--- config.mk ---
export PLATFORM = sky130hd
export DESIGN_NAME = store_pack
export DESIGN_NICKNAME = d
export VERILOG_FILES = /design/src/rtl/store_pkg.sv /design/src/rtl/store_lane_pack.sv /design/src/rtl/store_pack.sv
export SDC_FILE = /design/constraint.sdc
export NUM_CORES = 1
export LEC_CHECK = 0
export CORE_AREA = 3 3 116 118
export CTS_BUF_LIST = sky130_fd_sc_hd__clkbuf_2
export DETAILED_ROUTE_END_ITERATION = 10
export DIE_AREA = 0 0 119 121
export PLACE_DENSITY = 0.74
export SYNTH_ARGS = -nofsm -noshare
export SYNTH_HDL_FRONTEND = slang
export SYNTH_SLANG_ARGS = --single-unit
--- constraint.sdc ---
create_clock -name clk -period 3.85 [get_ports clk]
set_clock_uncertainty 0.2 [all_clocks]
set_input_delay 0.385 -clock clk [delete_from_list [all_inputs] [get_ports clk]]
set_output_delay 0.385 -clock clk [all_outputs]
set_load 0.01 [all_outputs]
--- src/rtl/store_pkg.sv ---
// Shared types for the store packer: size encodings and the packed write-buffer entry.
package store_pkg;

  typedef enum logic [1:0] {
    SZ_BYTE = 2'd0,
    SZ_HALF = 2'd1,
    SZ_WORD = 2'd2,
    SZ_RSVD = 2'd3
  } st_size_e;

  typedef struct packed {
    logic [31:0] addr;
    logic [31:0] wdata;
    logic [3:0]  be;
  } st_entry_t;

endpackage

--- src/rtl/store_lane_pack.sv ---
// Combinational byte-lane packer: size/offset -> replicated wdata, byte enable, word address.
// Alignment checking is present only when STORE_ALIGN_CHECK_EN is defined.
module store_lane_pack
  import store_pkg::*;
(
  input  logic [31:0] addr_i,
  input  logic [31:0] data_i,
  input  logic [1:0]  size_i,
  output logic [31:0] waddr_o,
  output logic [31:0] wdata_o,
  output logic [3:0]  be_o,
  output logic        misaligned_o
);

  always_comb begin
    waddr_o      = {addr_i[31:2], 2'b00};
    wdata_o      = data_i;
    be_o         = 4'b1111;
    misaligned_o = 1'b0;
    unique case (st_size_e'(size_i))
      SZ_BYTE: begin
        wdata_o = {4{data_i[7:0]}};
        be_o    = 4'b0001 << addr_i[1:0];
      end
      SZ_HALF: begin
        wdata_o = {2{data_i[15:0]}};
        be_o    = addr_i[1] ? 4'b1100 : 4'b0011;
`ifdef STORE_ALIGN_CHECK_EN
        misaligned_o = addr_i[0];
`endif
      end
      SZ_WORD: begin
`ifdef STORE_ALIGN_CHECK_EN
        misaligned_o = (addr_i[1:0] != 2'b00);
`endif
      end
      default: begin
        // Reserved size behaves as a word store unless alignment checking rejects it.
`ifdef STORE_ALIGN_CHECK_EN
        misaligned_o = 1'b1;
`endif
      end
    endcase
  end

endmodule

--- src/rtl/store_pack.sv ---
// Store packer and write buffer: packs sb/sh/sw requests and queues them toward data memory.
// Optional alignment rejection is enabled by defining STORE_ALIGN_CHECK_EN.
module store_pack
  import store_pkg::*;
#(
  parameter int DEPTH = 2
) (
  input  logic                       clk,
  input  logic                       reset,
  input  logic                       st_valid,
  output logic                       st_ready,
  input  logic [31:0]                st_addr,
  input  logic [31:0]                st_data,
  input  logic [1:0]                 st_size,
  output logic                       mem_valid,
  input  logic                       mem_ready,
  output logic [31:0]                mem_addr,
  output logic [31:0]                mem_wdata,
  output logic [3:0]                 mem_be,
  output logic                       misalign_err,
  output logic [$clog2(DEPTH):0]     count
);

  localparam int AW = $clog2(DEPTH);
  localparam int CW = AW + 1;

  // Handshakes: a transfer happens on a rising edge where valid && ready. Ready does not
  // depend on valid; a full buffer refuses requests even if the head drains that cycle.
  st_entry_t         fifo_q [DEPTH];
  logic [AW-1:0]     wr_ptr_q, wr_ptr_d;
  logic [AW-1:0]     rd_ptr_q, rd_ptr_d;
  logic [CW-1:0]     count_q, count_d;
  logic              misalign_q, misalign_d;

  st_entry_t         new_entry;
  st_entry_t         head;
  logic              misaligned;
  logic              accept, enq, deq;

  store_lane_pack u_lane_pack (
    .addr_i       (st_addr),
    .data_i       (st_data),
    .size_i       (st_size),
    .waddr_o      (new_entry.addr),
    .wdata_o      (new_entry.wdata),
    .be_o         (new_entry.be),
    .misaligned_o (misaligned)
  );

  assign st_ready  = (count_q != CW'(DEPTH));
  assign mem_valid = (count_q != '0);
  assign accept    = st_valid && st_ready;
  assign enq       = accept && !misaligned;
  assign deq       = mem_valid && mem_ready;

  always_comb begin
    wr_ptr_d   = wr_ptr_q;
    rd_ptr_d   = rd_ptr_q;
    count_d    = count_q;
    misalign_d = accept && misaligned;
    if (enq) wr_ptr_d = wr_ptr_q + 1'b1;
    if (deq) rd_ptr_d = rd_ptr_q + 1'b1;
    unique case ({enq, deq})
      2'b10:   count_d = count_q + 1'b1;
      2'b01:   count_d = count_q - 1'b1;
      default: count_d = count_q;
    endcase
  end

  always_ff @(posedge clk) begin
    if (!reset) begin
      wr_ptr_q   <= '0;
      rd_ptr_q   <= '0;
      count_q    <= '0;
      misalign_q <= 1'b0;
    end else begin
      wr_ptr_q   <= wr_ptr_d;
      rd_ptr_q   <= rd_ptr_d;
      count_q    <= count_d;
      misalign_q <= misalign_d;
    end
  end

  // Storage needs no reset: empty-state outputs are masked by mem_valid.
  always_ff @(posedge clk) begin
    if (enq) fifo_q[wr_ptr_q] <= new_entry;
  end

  assign head         = fifo_q[rd_ptr_q];
  assign mem_addr     = mem_valid ? head.addr  : 32'h0;
  assign mem_wdata    = mem_valid ? head.wdata : 32'h0;
  assign mem_be       = mem_valid ? head.be    : 4'h0;
  assign misalign_err = misalign_q;
  assign count        = count_q;

endmodule

==> flow_summary.yaml <==
yosys:
  yosys-top-cells-count: "edfxtp_1 (132), mux2i_1 (74), nor2_1 (68)"
  synth_area_mm2: 0.00563
  yosys.cell_types.count: 26
  syn_inst: 361
  synth.avg_cell_area_um2: 15.6
  synth_edf_count: 132
  netlist_top_cells_area: "edfxtp_1 (70%), mux2i_1 (13%), nor2_1 (4.5%)"
  ys_warn_count: 0
  synth_top_area_share: 0.704
  yosysSeqAreaShare: 0.721
  synth_flop_cell: "edfxtp_1"
  async_reset_ff_frac: 0
  synth-seq-cells: 137
  synth.most_common_cell: "edfxtp_1"
  yosys.area.top_type: "edfxtp_1"
global_route:
  grt_pass1_vias: 3554
  grt_usage: 0.166
  use_met1: 0.215
  grt-busiest-layer: "met2"
  use_met2: 0.261
  grt_pass1_wl_mm: 18.3
  grt_overflow: 0
  grt_max_degree: 68
  use_met3: 0.0615
  antenna_found_initial: 0
clocking:
  cts_buffers: 17
  clkSlewWorstSetupHoldPaths_ns: 0.20
  ctsHtreeMaxLevel: 4
  cts-root-buf: "clkbuf_2"
  cts.sinks: 137
  cts_setup_buffers: 0
  ctsResizeCount: 0
  cts_hold_buf: 0
  tritoncts: "yes"
  insertion_delay_ns: 0.66
  clk_path_buf_depth: 2
routing:
  via_per_inst: 4.89
  drcViolationCount: 0
  routed_wl_mm: 11.8
  detail_route.iter0.violations: 224
  ant_nets: 0
  firstDrtPassIters: 5
  via_count: 3390
  routedWlPerCell_um: 17.1
placement:
  portBuffers: 139
  dp_hpwl_mm: 7.76
  place_ws_ns: 1.24
  place.gp.congestion: 0.788
floorplan:
  io_pins: 143
  std_cell_rows: 41
  die_h_um: 121
  die_x_um: 119
  die_area_mm2: 0.0144
  coreArea_mm2: 0.0126
  start_util: 0.448
timing:
  setup_violations: 0
  finalMaxSlewViolations: 0
  timing.fmax_mhz: 301
  post-route-period-util: 0.862
  tightest_slew_ns: 0.725
  fin_ws_ns: 0.530
  tns_ns: 0
  finalHoldViolCount: 0
  relSlewSlack: 0.517
  grt_setup_unrepaired: "no"
  min_period_ns: 3.32
power:
  p_int_mw: 3.21
  pwr-share-seq: 0.422
  p_sw_mw: 1.58
  comb_power_share: 0.414
  power_frac_clock: 0.164
  swShare: 0.330
  vdd_drop_max_mv: 0.290
  p_per_area_mw_per_mm2: 641
  p_leak_nw: 2.52
flow_run:
  drv_cap: 0
setup_path:
  worstSetupPathType: "flip-flop to primary output"
  crit_fanout: 31
  cp-start-kind: "flip-flop"
  required_ns: 3.26
  end_kind: "primary output"
  cp.arrival_ns: 2.73
layout:
  final.fill_count: 996
  multi_input_area_mm2: 0.00143
  fin_nets: 580
  drive_above_1_share: 0.107
  areaGrowthSynthToFinish_pct: 32.5
  final-seq-area_mm2: 0.00407
  antenna_cells: 0
status:
  outcome: "finished clean"
worst_hold_path:
  hp-class: "primary input to flip-flop"
-- state kept, by name, summed over array words and instances, names as in the netlist, named ones only --
name / count
fifo_q: 132
wr_ptr_q: 1
rd_ptr_q: 1
count: 2
-- critical path: stages (launching register included) --
cell             delay (ns)
dfxtp_4                0.75
buf_4                  0.33
mux2i_1                0.40
nor2_1                 0.07
clkdlybuf4s50_1        0.50
-- final timing paths --
path | endpoint | depth (start not counted) | startpoint | slack, ns
max | mem_wdata[31] | 4 | flip-flop | 0.53
min | fifo_q[0][42] | 1 | st_addr[8] | 0.09
min reg2reg | flip-flop | 2 | rd_ptr_q | 0.40
max reg2reg | fifo_q[1][19] | 3 | count[0] | 1.56
-- per-layer routing --
layer / part of all wire / up-vias
li1: - / 1616
met1: 0.44 / 1627
met2: 0.47 / 139
met3: 0.076 / 8
met4: 0.011 / 0
met5: 0 / -
-- power groups by stage --
stage	logic (mW)	registers, mW	clock network (mW)
final	1.98	2.02	0.784
after global routing	2.14	2.04	0.871
after CTS	2.01	2.02	0.810
after detailed placement	2.00	2.06	0
after global placement	1.99	2.05	0
after floorplan	1.06	1.98	0
-- cell usage in the layout, fill, tap and decap left out, drive strengths merged, types with 2 or more instances in the layout --
master and count:
clkdlybuf4s50 139, edfxtp 132, mux2i 74, nor2 69
clkbuf 17, mux2 16, o21ai 10, nand2 9
clkinv 8, buf 6, dfxtp 5, clkinvlp 4
dlygate4sd3 4, inv 4, xnor2 3, and2 3
conb 3, o21bai 2, nand2b 2, a21o 2
bufinv 2, a21boi 2
-- stage by stage --
stage | area (um2) | utilization | instances | power [mW] | hold WS (ns)
2_1_floorplan | 5640 | - | 363 | 3.04 | 0.284
3_3_place_gp | 7200 | 0.573 | 658 | 4.04 | 0.349
3_5_place_dp | 7200 | 0.573 | 658 | 4.06 | 0.370
4_1_cts | 7420 | 0.591 | 689 | 4.84 | 0.00539
5_1_grt | 7460 | 0.594 | 693 | 5.06 | 0.00217
6_report | 7460 | 0.594 | 693 | 4.78 | 0.0881
-- cell type report --
| cell class | count | area share |
|---|---|---|
| Inverter | 4 | 0.00201 |
| Multi-Input combinational cell | 200 | 0.192 |
| Sequential cell | 137 | 0.545 |
| Timing Repair Buffer | 149 | 0.203 |
| Clock inverter | 14 | 0.0179 |
| Clock buffer | 17 | 0.0114 |
| Tap cell | 172 | 0.0288 |
-- cells by family after synthesis --
| logic type | share of synthesized area |
|---|---|
| AND/OR/NAND/NOR | 0.0615 |
| adder cells (fa/ha/maj) | 0.00222 |
| buffers and inverters | 0.0273 |
| multiplexers | 0.163 |
| other | 0.000666 |
| flip-flops | 0.721 |
| XOR/XNOR | 0.00467 |
| AO/OA/AOI/OAI | 0.0187 |
No activity file was read; power rests on OpenSTA's default activity.
